[src/rtl/sort_result_capture.sv]
// Capture end of the bubble-sorter stream: buffers sorted (row, data)
// pairs, checks completeness and order, and measures capture latency.
module sort_result_capture #(
  parameter int SIZE = 15,
  parameter int DW   = 8,
  parameter int RW   = 4,
  parameter int CW   = 16
) (
  input  logic          clk,
  input  logic          rst,
  input  logic          clear,
  input  logic          in_valid,
  input  logic [RW-1:0] in_row,
  input  logic [DW-1:0] in_data,
  input  logic          sort_done,
  input  logic [RW-1:0] rd_index,
  output logic [DW-1:0] rd_data,
  output logic          busy,
  output logic          capture_done,
  output logic          order_error,
  output logic          missing_error,
  output logic          range_error,
  output logic [CW-1:0] cycles
);

  localparam int DEPTH = 2 ** RW;
  localparam logic [RW:0]   SIZE_W = (RW + 1)'(SIZE);
  localparam logic [RW-1:0] LAST_I = RW'(SIZE - 1);

  typedef enum logic [1:0] {
    IDLE,
    CAPTURE,
    CHECK,
    DONE
  } state_t;

  state_t          state_q, state_d;
  logic [DEPTH-1:0] seen_q, seen_d;
  logic [RW-1:0]   idx_q, idx_d;
  logic [CW-1:0]   cycles_q, cycles_d;
  logic            busy_q, busy_d;
  logic            done_q, done_d;
  logic            order_q, order_d;
  logic            miss_q, miss_d;
  logic            range_q, range_d;
  logic [DW-1:0]   rd_data_q, rd_data_d;

  logic [DW-1:0]   mem_q [SIZE];
  logic            wr_en;
  logic            row_ok;
  logic            all_seen;
  logic            go_check;
  logic [RW-1:0]   idx_m1;
  logic [CW-1:0]   cycles_inc;

  assign row_ok     = ({1'b0, in_row} < SIZE_W);
  assign all_seen   = &seen_d[SIZE-1:0];
  assign idx_m1     = idx_q - RW'(1);
  assign cycles_inc = (cycles_q == '1) ? cycles_q : cycles_q + CW'(1);

  always_comb begin
    state_d  = state_q;
    seen_d   = seen_q;
    idx_d    = idx_q;
    cycles_d = cycles_q;
    order_d  = order_q;
    miss_d   = miss_q;
    range_d  = range_q;
    wr_en    = 1'b0;
    go_check = 1'b0;

    unique case (state_q)
      IDLE: begin
        if (in_valid) begin
          cycles_d = CW'(1);
          if (row_ok) begin
            wr_en          = 1'b1;
            seen_d[in_row] = 1'b1;
          end else begin
            range_d = 1'b1;
          end
          go_check = all_seen || sort_done;
          state_d  = go_check ? CHECK : CAPTURE;
        end else if (sort_done) begin
          go_check = 1'b1;
          state_d  = CHECK;
        end
      end
      CAPTURE: begin
        cycles_d = cycles_inc;
        if (in_valid) begin
          if (row_ok) begin
            wr_en          = 1'b1;
            seen_d[in_row] = 1'b1;
          end else begin
            range_d = 1'b1;
          end
        end
        if (all_seen || sort_done) begin
          go_check = 1'b1;
          state_d  = CHECK;
        end
      end
      CHECK: begin
        // no element ever accepted: nothing to time
        if (cycles_q != '0) cycles_d = cycles_inc;
        if (seen_q[idx_m1] && seen_q[idx_q] &&
            (mem_q[idx_m1] > mem_q[idx_q]))
          order_d = 1'b1;
        if (idx_q == LAST_I) state_d = DONE;
        else idx_d = idx_q + RW'(1);
      end
      DONE: begin
      end
      default: state_d = IDLE;
    endcase

    if (go_check) begin
      idx_d  = RW'(1);
      miss_d = ~all_seen;
    end

    busy_d = (state_d == CAPTURE) || (state_d == CHECK);
    done_d = (state_d == DONE);
  end

  always_comb begin
    rd_data_d = '0;
    if ({1'b0, rd_index} < SIZE_W) rd_data_d = mem_q[rd_index];
  end

  always_ff @(posedge clk) begin
    if (rst || clear) begin
      state_q  <= IDLE;
      seen_q   <= '0;
      idx_q    <= '0;
      cycles_q <= '0;
      busy_q   <= 1'b0;
      done_q   <= 1'b0;
      order_q  <= 1'b0;
      miss_q   <= 1'b0;
      range_q  <= 1'b0;
    end else begin
      state_q  <= state_d;
      seen_q   <= seen_d;
      idx_q    <= idx_d;
      cycles_q <= cycles_d;
      busy_q   <= busy_d;
      done_q   <= done_d;
      order_q  <= order_d;
      miss_q   <= miss_d;
      range_q  <= range_d;
    end
  end

  // readout keeps running across clear; only rst zeroes it
  always_ff @(posedge clk) begin
    if (rst) rd_data_q <= '0;
    else     rd_data_q <= rd_data_d;
  end

  always_ff @(posedge clk) begin
    if (!rst && !clear && wr_en) mem_q[in_row] <= in_data;
  end

  assign rd_data       = rd_data_q;
  assign busy          = busy_q;
  assign capture_done  = done_q;
  assign order_error   = order_q;
  assign missing_error = miss_q;
  assign range_error   = range_q;
  assign cycles        = cycles_q;

endmodule

[config.mk]
export PLATFORM = sky130hd
export DESIGN_NAME = sort_result_capture
export DESIGN_NICKNAME = d
export VERILOG_FILES = /design/src/rtl/sort_result_capture.sv
export SDC_FILE = /design/constraint.sdc
export NUM_CORES = 1
export LEC_CHECK = 0
export ABC_CLOCK_PERIOD_IN_PS = 4100
export BUFFER_PORTS_ARGS = -buffer_cell sky130_fd_sc_hd__buf_2
export CAP_MARGIN = 30
export CORE_ASPECT_RATIO = 1.25
export CORE_MARGIN = 10
export CORE_UTILIZATION = 30
export DETAILED_ROUTE_END_ITERATION = 12
export PLACE_DENSITY = 0.48
export SLEW_MARGIN = 40
export SYNTH_ARGS = -nofsm -noshare
export SYNTH_HDL_FRONTEND = slang
export SYNTH_SLANG_ARGS = --single-unit
[constraint.sdc]
create_clock -name clk -period 4.1 [get_ports clk]
set_input_delay 0.205 -clock clk [delete_from_list [all_inputs] [get_ports clk]]
set_output_delay 0.205 -clock clk [all_outputs]
set_load 0.02 [all_outputs]
==> metrics.txt <==
status finished clean; via count 6447; Fin. Hold Viols 0; Layout Nets 802; startpoint types flop; area fraction of the dominant cell type after synthesis 0.378; first-pass GRT wire length ~42000 um; number of synthesized flops with an enable pin 120; top cells by count, synth 120 x edfxtp_1, 93 x mux4_2, 62 x nand2_1; CTS root buf clkbuf_16; Routed WL approximately 27000 um; Hold Crit Endpoint mem_q[0][4]; reg2reg setup slack between 800 and 900 ps; sequential share of the synthesized area 0.485; Buf+Inv Stages, Crit Path 2; Finish-stage setup viols 0; number of global-route vias before repair about 6500; Max transition margin 0.463; hold path cells 1; Post-CTS Setup Inserts 0; most frequent CP cell buf_4; Final Util 0.350; first drt pass iteration count 5; Post-Synthesis Cells 718; worst-case clock buffer depth 2; detailed placement HPWL 18400 um; Final Cycle Share 0.790; Post-CTS Hold Buffers 0; worst endpoint data arrival time 3550 ps; Die Area 39400 sq um; CP max-delay cell xnor2_1; Cell variety after synth 57; async set-or-reset flop fraction in the synthesized netlist 0; port bufs 49; fin crit period 3240 ps; clock sink count around 170; max incr delay on CP 660 ps; Reg clk slew, reported paths 70 ps; Max IR drop VDD 0.000190 V; Least-Margin Pin Slew 800 ps; ys flop type edfxtp_1; hold path start in_data[4]; r2r worst-path depth 12; Total GRT Usage 0.138; synthesis-to-layout area growth 14.3%; #FFs+latches synth 171; worst r2r src idx_q[1]; DRC errors left 0; Ant. Diodes 0; GP Congestion slightly below 0.8; CTS H-tree lvls 4; initial core utilization 0.306; Hold WC Path Type in2reg; Max-Cap Viols 0; Cell Area, Synth 9540 sq um; LEAKAGE ~3.6 nW; Power Density 363 nW/um^2; drt wl/cell 22.9 um; core area ~31000 sq um; Top Ports 50; Setup WS pre-CTS 877 ps; CP top delay family buffers and inverters; post-CTS resize count 0; crit path cell chain buf_4, nor3_1, xnor2_1, buf_4, a211oi_1, a31oi_1, ha_1, nor2b_1, o21ai_0, nand2b_1, o211ai_1, a21oi_1; Avg Inst Size Synth 13.3 sq um; total grt overflow 0; Worst Setup Slack, final 861 ps; syn nets 757; required time worst endpoint 4410 ps; die height 219 um; R2R Path End order_error; chip width 179 um; skew final 15.6 ps; top-count cell post-synth edfxtp_1; Worst-Skew Late Latency 440 ps; kind of end point of the critical path flop; Setup TNS 0 ps; largest cells by area after synthesis edfxtp_1 38%, mux4_2 22%, dfxtp_1 11%, mux2i_1 2.9%, nand2_1 2.4%; largest net degree at the start of global routing 44; kind of critical path reg2reg; share of cells above drive strength 1 0.300; row count 72; initial DRC count about 480; Ys Warns 0; cell taking the most area after synthesis edfxtp_1; CTS buffer count 17; Final ANT Viol Nets 0; fmax 309 MHz; RSZ-0062 raised after global routing false; Max Slew Vio Count 0; CTS tree built; vias per std cell 5.45; antenna violations before repair 1; Max Fanout on Critical Path 43
sequential cells by signal, summed over array words and instances, names as in the netlist, named ones only:
| register | count |
|---|---|
| seen_q | 16 |
| busy | 1 |
| rd_data | 8 |
| cycles | 16 |
| capture_done | 1 |
| order_error | 1 |
| idx_q | 4 |
| range_error | 1 |
| state_q | 1 |
| missing_error | 1 |
| mem_q | 120 |
layout make-up:
cell class	instances	area, sq um
clock buffer	18	429
timing repair buffer	78	478
tap	407	509
clock inverter	14	183
fill	3122	20300
multi-input combinational	481	4620
inverter	14	52.6
sequential	171	4630
cells in the final DEF (no fill, tap or decap), types with 6 or more instances in the layout:
cell type / n
inv_1: 14
xnor2_1: 7
mux2_2: 7
nor3_1: 11
mux4_2: 93
nand2_1: 62
ha_1: 18
o21ai_0: 27
inv_6: 6
buf_2: 48
nor2b_1: 11
nand3_1: 11
edfxtp_1: 120
a21oi_1: 31
clkbuf_16: 17
nand4_1: 10
nor2_1: 59
a31oi_1: 15
mux2i_1: 28
a211oi_1: 16
dfxtp_1: 49
xor2_1: 7
o21a_1: 6
buf_4: 29
worst max-delay path by stage:
stage / start / end / slack [ps] / cells after the start
2_1_floorplan: idx_q[1] / order_error / 400 / 16
3_3_place_gp: idx_q[1] / order_error / 910 / 12
4_1_cts: idx_q[1] / order_error / 890 / 12
3_5_place_dp: idx_q[1] / order_error / 880 / 12
6_report: idx_q[1] / order_error / 860 / 12
5_1_grt: idx_q[1] / order_error / 690 / 12
stage by stage:
stage / power (mW) / std cells / hold WS (ps) / cell area (sq um)
after floorplan: 2.20 / 718 / 304 / 9540
after global placement: 2.32 / 1151 / 446 / 10300
after detailed placement: 2.32 / 1151 / 454 / 10300
after CTS: 4.01 / 1183 / 117 / 10900
after global routing: 4.11 / 1183 / 139 / 10900
final: 3.96 / 1183 / 136 / 10900
routing by layer:
layer / share of wire / global-route usage
met5: 0.00041 / 0
met4: 0.017 / 0.0458
met3: 0.063 / 0.0342
met2: 0.51 / 0.236
met1: 0.41 / 0.168
cells by family (layout without fill, tap and decap cells):
| logic type | after synthesis | count (layout) | share of synthesized area |
|---|---|---|---|
| adders and majority gates | 18 | 18 | 0.0236 |
| AOI/OAI and AO/OA | 116 | 116 | 0.0796 |
| and+or+nand+nor | 203 | 203 | 0.104 |
| xor gates and xnor gates | 16 | 16 | 0.0147 |
| buffers and inverters | 66 | 124 | 0.0354 |
| muxes | 128 | 128 | 0.257 |
| DFF | 171 | 171 | 0.485 |
where the power goes:
group	switching, mW	internal, mW	leakage [nW]	total [mW]
Clock	0.714	0.973	0.301	1.69
Sequential	0.0130	1.86	1.49	1.87
Combinational	0.233	0.168	1.76	0.401
Power figures use the tool's default switching activity.
